--- config.mk ---
export PLATFORM = sky130hd
export DESIGN_NAME = buffer_scheduler
export DESIGN_NICKNAME = d
export VERILOG_FILES = /design/src/rtl/buffer_scheduler_pkg.sv /design/src/rtl/rr_arbiter2.sv /design/src/rtl/buffer_scheduler.sv
export SDC_FILE = /design/constraint.sdc
export NUM_CORES = 1
export LEC_CHECK = 0
export BUFFER_PORTS_ARGS = -buffer_cell sky130_fd_sc_hd__buf_2
export CAP_MARGIN = 20
export CELL_PAD_IN_SITES_DETAIL_PLACEMENT = 1
export CELL_PAD_IN_SITES_GLOBAL_PLACEMENT = 2
export CORE_AREA = 5 5 759 761
export DETAILED_ROUTE_END_ITERATION = 6
export DIE_AREA = 0 0 764 766
export GPL_ROUTABILITY_DRIVEN = 0
export GPL_TIMING_DRIVEN = 0
export PLACE_DENSITY = 0.3
export SLEW_MARGIN = 5
export SYNTH_ARGS = -nofsm -noshare
export SYNTH_HDL_FRONTEND = slang
export SYNTH_SLANG_ARGS = --single-unit
--- constraint.sdc ---
create_clock -name i_clk -period 3.1 [get_ports i_clk]
set_clock_uncertainty 0.15 [all_clocks]
set_input_delay 0 -clock i_clk [delete_from_list [all_inputs] [get_ports i_clk]]
set_output_delay 0 -clock i_clk [all_outputs]
set_load 0.05 [all_outputs]
--- src/rtl/buffer_scheduler_pkg.sv ---
// Shared types and constants for the row-buffer scheduler.
package buffer_scheduler_pkg;

    localparam int unsigned DEF_WIDTH  = 384;
    localparam int unsigned DEF_DEPTH  = 16;
    localparam int unsigned BUF_ADDR_W = $clog2(DEF_DEPTH);

    localparam int unsigned PORT_DMA = 0;
    localparam int unsigned PORT_PE  = 1;

    typedef enum logic [1:0] {
        RD_IDLE = 2'd0,
        RD_RUN  = 2'd1,
        RD_DONE = 2'd2
    } rd_state_e;

endpackage

--- src/rtl/rr_arbiter2.sv ---
// Two-way round-robin arbiter; on contention the port that did not win last is granted.
module rr_arbiter2 (
    input  logic       clk_i,
    input  logic       rst_i,
    input  logic [1:0] elig_i,
    output logic [1:0] gnt_o
);

    // Holds the index of the most recently granted port.
    logic last_q;
    logic last_d;

    always_comb begin
        gnt_o  = 2'b00;
        last_d = last_q;
        unique case (elig_i)
            2'b01:   gnt_o = 2'b01;
            2'b10:   gnt_o = 2'b10;
            2'b11:   gnt_o = last_q ? 2'b01 : 2'b10;
            default: gnt_o = 2'b00;
        endcase
        if (gnt_o[0]) begin
            last_d = 1'b0;
        end else if (gnt_o[1]) begin
            last_d = 1'b1;
        end
    end

    always_ff @(posedge clk_i) begin
        if (rst_i) begin
            last_q <= 1'b1;
        end else begin
            last_q <= last_d;
        end
    end

endmodule

--- src/rtl/buffer_scheduler.sv ---
// Row-buffer controller: write-port arbitration, per-entry valid scoreboard
// and a tile read sequencer feeding a valid/ready consumer.
module buffer_scheduler
    import buffer_scheduler_pkg::*;
#(
    parameter int unsigned WIDTH  = DEF_WIDTH,
    parameter int unsigned DEPTH  = DEF_DEPTH,
    parameter int unsigned ADDR_W = $clog2(DEPTH)
) (
    input  logic              i_clk,
    input  logic              i_rst,
    input  logic [1:0]        i_wr_valid,
    input  logic [ADDR_W-1:0] i_wr_addr0,
    input  logic [ADDR_W-1:0] i_wr_addr1,
    input  logic [WIDTH-1:0]  i_wr_data0,
    input  logic [WIDTH-1:0]  i_wr_data1,
    output logic [1:0]        o_wr_ready,
    output logic              o_buf_we,
    output logic [ADDR_W-1:0] o_buf_addr_wr,
    output logic [WIDTH-1:0]  o_buf_data_wr,
    output logic [ADDR_W-1:0] o_buf_addr_rd,
    input  logic [WIDTH-1:0]  i_buf_data_rd,
    input  logic              i_rd_start,
    input  logic [ADDR_W-1:0] i_rd_base,
    input  logic [ADDR_W:0]   i_rd_len,
    output logic              o_rd_valid,
    input  logic              i_rd_ready,
    output logic [WIDTH-1:0]  o_rd_data,
    output logic              o_rd_busy,
    output logic              o_rd_done
);

    localparam int unsigned LEN_W = ADDR_W + 1;

    rd_state_e         state_q;
    logic [ADDR_W-1:0] ptr_q;
    logic [LEN_W-1:0]  cnt_q;
    logic [LEN_W-1:0]  len_q;
    logic [DEPTH-1:0]  valid_q;
    logic [DEPTH-1:0]  valid_d;
    logic [1:0]        elig;
    logic [1:0]        gnt;
    logic              rd_acc;
    logic [ADDR_W-1:0] ptr_nxt;

    // A write is only eligible into an entry that has been consumed.
    always_comb begin
        elig[PORT_DMA] = i_wr_valid[PORT_DMA] & ~valid_q[i_wr_addr0];
        elig[PORT_PE]  = i_wr_valid[PORT_PE]  & ~valid_q[i_wr_addr1];
    end

    rr_arbiter2 u_arb (
        .clk_i  (i_clk),
        .rst_i  (i_rst),
        .elig_i (elig),
        .gnt_o  (gnt)
    );

    always_comb begin
        o_wr_ready    = gnt;
        o_buf_we      = |gnt;
        o_buf_addr_wr = '0;
        o_buf_data_wr = '0;
        if (gnt[PORT_PE]) begin
            o_buf_addr_wr = i_wr_addr1;
            o_buf_data_wr = i_wr_data1;
        end else if (gnt[PORT_DMA]) begin
            o_buf_addr_wr = i_wr_addr0;
            o_buf_data_wr = i_wr_data0;
        end
    end

    always_comb begin
        o_rd_valid    = (state_q == RD_RUN) & valid_q[ptr_q];
        o_buf_addr_rd = (state_q == RD_RUN) ? ptr_q : '0;
        o_rd_data     = i_buf_data_rd;
        o_rd_busy     = (state_q != RD_IDLE);
        o_rd_done     = (state_q == RD_DONE);
        rd_acc        = o_rd_valid & i_rd_ready;
        ptr_nxt       = (ptr_q == ADDR_W'(DEPTH - 1)) ? '0 : ptr_q + ADDR_W'(1);
    end

    // Set and clear never hit the same entry: a set entry is never eligible for writing.
    always_comb begin
        valid_d = valid_q;
        if (o_buf_we) begin
            valid_d[o_buf_addr_wr] = 1'b1;
        end
        if (rd_acc) begin
            valid_d[ptr_q] = 1'b0;
        end
    end

    always_ff @(posedge i_clk) begin
        if (i_rst) begin
            state_q <= RD_IDLE;
            ptr_q   <= '0;
            cnt_q   <= '0;
            len_q   <= '0;
            valid_q <= '0;
        end else begin
            valid_q <= valid_d;
            unique case (state_q)
                RD_IDLE: begin
                    if (i_rd_start) begin
                        if (i_rd_len != '0) begin
                            ptr_q   <= i_rd_base;
                            len_q   <= i_rd_len;
                            cnt_q   <= '0;
                            state_q <= RD_RUN;
                        end else begin
                            state_q <= RD_DONE;
                        end
                    end
                end
                RD_RUN: begin
                    if (rd_acc) begin
                        ptr_q <= ptr_nxt;
                        cnt_q <= cnt_q + LEN_W'(1);
                        if (cnt_q == len_q - LEN_W'(1)) begin
                            state_q <= RD_DONE;
                        end
                    end
                end
                RD_DONE: state_q <= RD_IDLE;
                default: state_q <= RD_IDLE;
            endcase
        end
    end

endmodule

==> flow_summary.json <==
{
  "status": "finished with violations",
  "violations": "negative setup slack",
  "drc": 0,
  "wl_met3_um": 125000,
  "grt_pass1_wl_um": 518000,
  "cts_buffers": 5,
  "synth-main-ff-cell": "dfxtp_1",
  "synth_nets": 2312,
  "p_total_mw": 14.1,
  "setup_viol": 382,
  "wl_met1_um": 186000,
  "synth_cell_type_count": 59,
  "post_drt_wl_per_cell_um": 45.7,
  "max_stage_delay_ps": 490,
  "multi_input_area_sq_um": 6940,
  "powerDensity_nw_per_um2": 392,
  "layout-drive-gt1-share_pct": 85.9,
  "dieArea_sq_um": 585000,
  "path_common_cell": "buf_12",
  "critPathMaxFanout": 5,
  "cts_root_buffer": "clkbuf_16",
  "post-route-min-period_ps": 3360,
  "worst-setup-path-type": "reg -> out",
  "vias": 19800,
  "die_w_um": 764,
  "routed.top_layer": "met5",
  "finalWorstSetupSlack_ps": -262,
  "num_io_pins": 1957,
  "layout.area.seq_sq_um": 683,
  "dr.pass1.iters": 5,
  "max_cap_violations": 0,
  "synth.mux.area_fraction_pct": 4.00,
  "clk_latency_ps": 290,
  "layoutNonFillerInstCount": 10400,
  "drv_slew": 0,
  "dp.cells": 10200,
  "syn_inst": 1131,
  "final_util_pct": 6.31,
  "row_count": 277,
  "viasPerCell": 1.90,
  "synth_seq_area_share_pct": 6.88,
  "numPortBuffers": 1567,
  "hp-class": "in -> reg",
  "hpwlAfterDp_um": 456000,
  "hold_violations": 0,
  "rsz0062_at_grt": "yes",
  "ir_drop_mv": 0.175,
  "fin_tns_setup_ps": -46050,
  "fin_crit_sh_pct": 108,
  "synth_area_sq_um": 9600,
  "endpoint_kind": "output pin",
  "grtUsageTotal_pct": 15.5,
  "start_kind": "flop",
  "fmax_ghz": 0.297,
  "grt_overflow": 0,
  "grt_pass1_vias": 19600,
  "critPathRequiredTime_ps": 2950,
  "synthToLayoutAreaGrowth_pct": 273,
  "syn_avg_cell_area_sq_um": 8.49,
  "synth_compound_area_share_pct": 41.5,
  "cts.clk_slew.worst_paths_ps": 60,
  "synth-edff-count": 0,
  "cts.path.max_buffers": 2,
  "synth_seq_cells": 33,
  "start_util_pct": 1.69,
  "die-height_um": 766,
  "cp_cell_sequence": "mux4_2, or2_4, buf_12, a21oi_4, buf_6, a21oi_4, clkbuf_16, buf_8, buf_12, clkbuf_16, a22o_4, buf_12",
  "crit_slowest_cell": "mux4_2",
  "drt_iter0_markers": 1059,
  "cts_tree": "done",
  "cellLeakagePower_nw": 14.5,
  "htreeDepth": 2,
  "yosysWarnings": 0,
  "worstMarginPinSlew_ps": 956,
  "fill_cells": 67500,
  "ant_nets": 0,
  "grt_max_degree": 11,
  "antenna_found_initial": 470,
  "final_nets": 3999,
  "max-slew-margin-rel_pct": 36.1,
  "drt_wl_total_um": 476000,
  "synth_top_family_by_area": "compound AO/OA/AOI/OAI gates",
  "dr_wl_met2_um": 155000,
  "synthAdderAreaFrac_pct": 0.782,
  "coreArea_sq_um": 568000,
  "cts_sinks": 33,
  "yosys.area_share.xor_xnor_pct": 0.821,
  "ys_async_sr_fraction_pct": 0,
  "critPathArrivalTime_ps": 3210,
  "synthSimpleGateAreaFrac_pct": 4.89
}
==> Yosys cell counts (2+ instances only) <==
master     instances  area (sq um)
buf_4            390          2930
a22o_1           386          3380
buf_6             64           721
dfxtp_1           33           661
inv_1             25          93.8
nor2_1            19          71.3
mux2i_1           17           170
buf_2             15          75.1
clkbuf_1          13          48.8
a221oi_1          12           105
a211oi_1          10          75.1
a21oi_1           10          50.1
nand2_1           10          37.5
and2_1             9          56.3
mux4_2             9           203
o22ai_1            8          50.1
a21o_1             6          45.0
ha_1               6          75.1
nor3_1             6          30.0
nand3_1            5          25.0
nor2b_1            5          31.3
xnor2_1            5          43.8
a2111oi_2          4          60.1
o21ai_0            4          20.0
o221ai_1           4          35.0
xor2_1             4          35.0
and4_1             3          26.3
buf_12             3          60.1
nand2b_1           3          18.8
nor3b_1            3          22.5
nor4b_2            3          45.0
a211o_1            2          17.5
a22oi_1            2          15.0
and3_1             2          12.5
buf_1              2          7.51
inv_2              2          7.51
nand3b_1           2          15.0
nand4_1            2          12.5
or2_2              2          12.5
or4_1              2          15.0
==> report_power, final <==
part           switching (mW)  leakage [nW]  internal, mW
logic                    8.73          14.1          4.32
clock network           0.211        0.0705         0.317
registers              0.0253         0.277         0.446
total                    8.97          14.5          5.08
==> layout by cell type (no fill, tap or decap), drive strengths merged, types with 4 or more instances in the layout <==
cell	Yosys	layout
clkbuf	13	53
mux2i	17	17
a221oi	12	12
a21o	6	6
nor2b	5	5
and2	9	9
nand2	10	10
a2111oi	5	5
a21oi	10	10
inv	28	27
dfxtp	33	33
xnor2	5	5
a211oi	10	10
o22ai	8	8
o21ai	4	4
a22o	387	387
ha	6	6
xor2	4	4
o221ai	4	4
diode	0	76
nor4b	4	4
nor2	19	19
buf	474	2111
dlygate4sd3	0	9
nand3	5	5
mux4	9	9
nor3	6	6
==> final cells by class <==
| class | count | area share [%] |
|---|---|---|
| antenna | 76 | 0.531 |
| buffer | 479 | 12.1 |
| clock buffer | 7 | 0.398 |
| inverter | 28 | 0.367 |
| multi-input combinational | 583 | 19.4 |
| sequential | 33 | 1.91 |
| tap | 7533 | 26.3 |
| timing repair buffer | 1687 | 39.0 |
| timing repair inverter | 1 | 0.0838 |
==> flip-flops by register name (all words and copies together) (netlist names) <==
| name | count |
|---|---|
| valid_q | 16 |
| cnt_q | 5 |
| ptr_q | 4 |
| u_arb.last_q | 1 |
| state_q | 2 |
| len_q | 5 |
==> critical path, delay by kind of cell (launching register included) <==
family,cells,cell delay (ps)
AND/OR/NAND/NOR,1,270
multiplexers,1,490
flip-flops,1,330
AO/OA/AOI/OAI,3,510
buffers and inverters,7,1120
==> metal layers <==
layer / vias up / track usage, %
li1: 7414 / -
met1: 9070 / 17.8
met2: 2319 / 18.8
met3: 851 / 18.1
met4: 114 / 0.919
met5: - / 0
==> cells by family after synthesis <==
group	count (synthesis)
AO/OA/AOI/OAI	460
XOR/XNOR	9
adder cells (fa/ha/maj)	6
buffers and inverters	515
flip-flops	33
multiplexers	27
AND/OR/NAND/NOR	81
==> through the flow <==
| stage | cell area (sq um) | hold slack [ps] | setup WS (ps) |
|---|---|---|---|
| 2_1_floorplan | 9600 | -6.06 | 336 |
| 3_3_place_gp | 26900 | 117 | -2430 |
| 3_5_place_dp | 26900 | 126 | -1160 |
| 4_1_cts | 30900 | 66.2 | -392 |
| 5_1_grt | 35700 | 86.4 | -290 |
| 6_report | 35800 | 58.8 | -262 |
==> final timing paths <==
check                         start                     end  slack [ps]  cells past startpoint
max reg2reg   valid_q[6]$_SDFF_PP0_   valid_q[2]$_SDFF_PP0_         -60                      8
min reg2reg  valid_q[10]$_SDFF_PP0_  valid_q[10]$_SDFF_PP0_         350                      2
min                    i_rd_base[3]   ptr_q[3]$_SDFFE_PP0P_          60                      4
max           valid_q[6]$_SDFF_PP0_        o_buf_data_wr[0]        -260                     12
==> repair_timing <==
item,4_1_cts,5_1_grt
gates resized for setup,789,1028
setup buffers,56,32
gates cloned,9,19
hold buffers,9,0
endpoints found under the setup margin,393,405
endpoints found under the hold margin,9,0
pin swaps,26,135
Note: power is estimated with default switching activity, not from simulation.
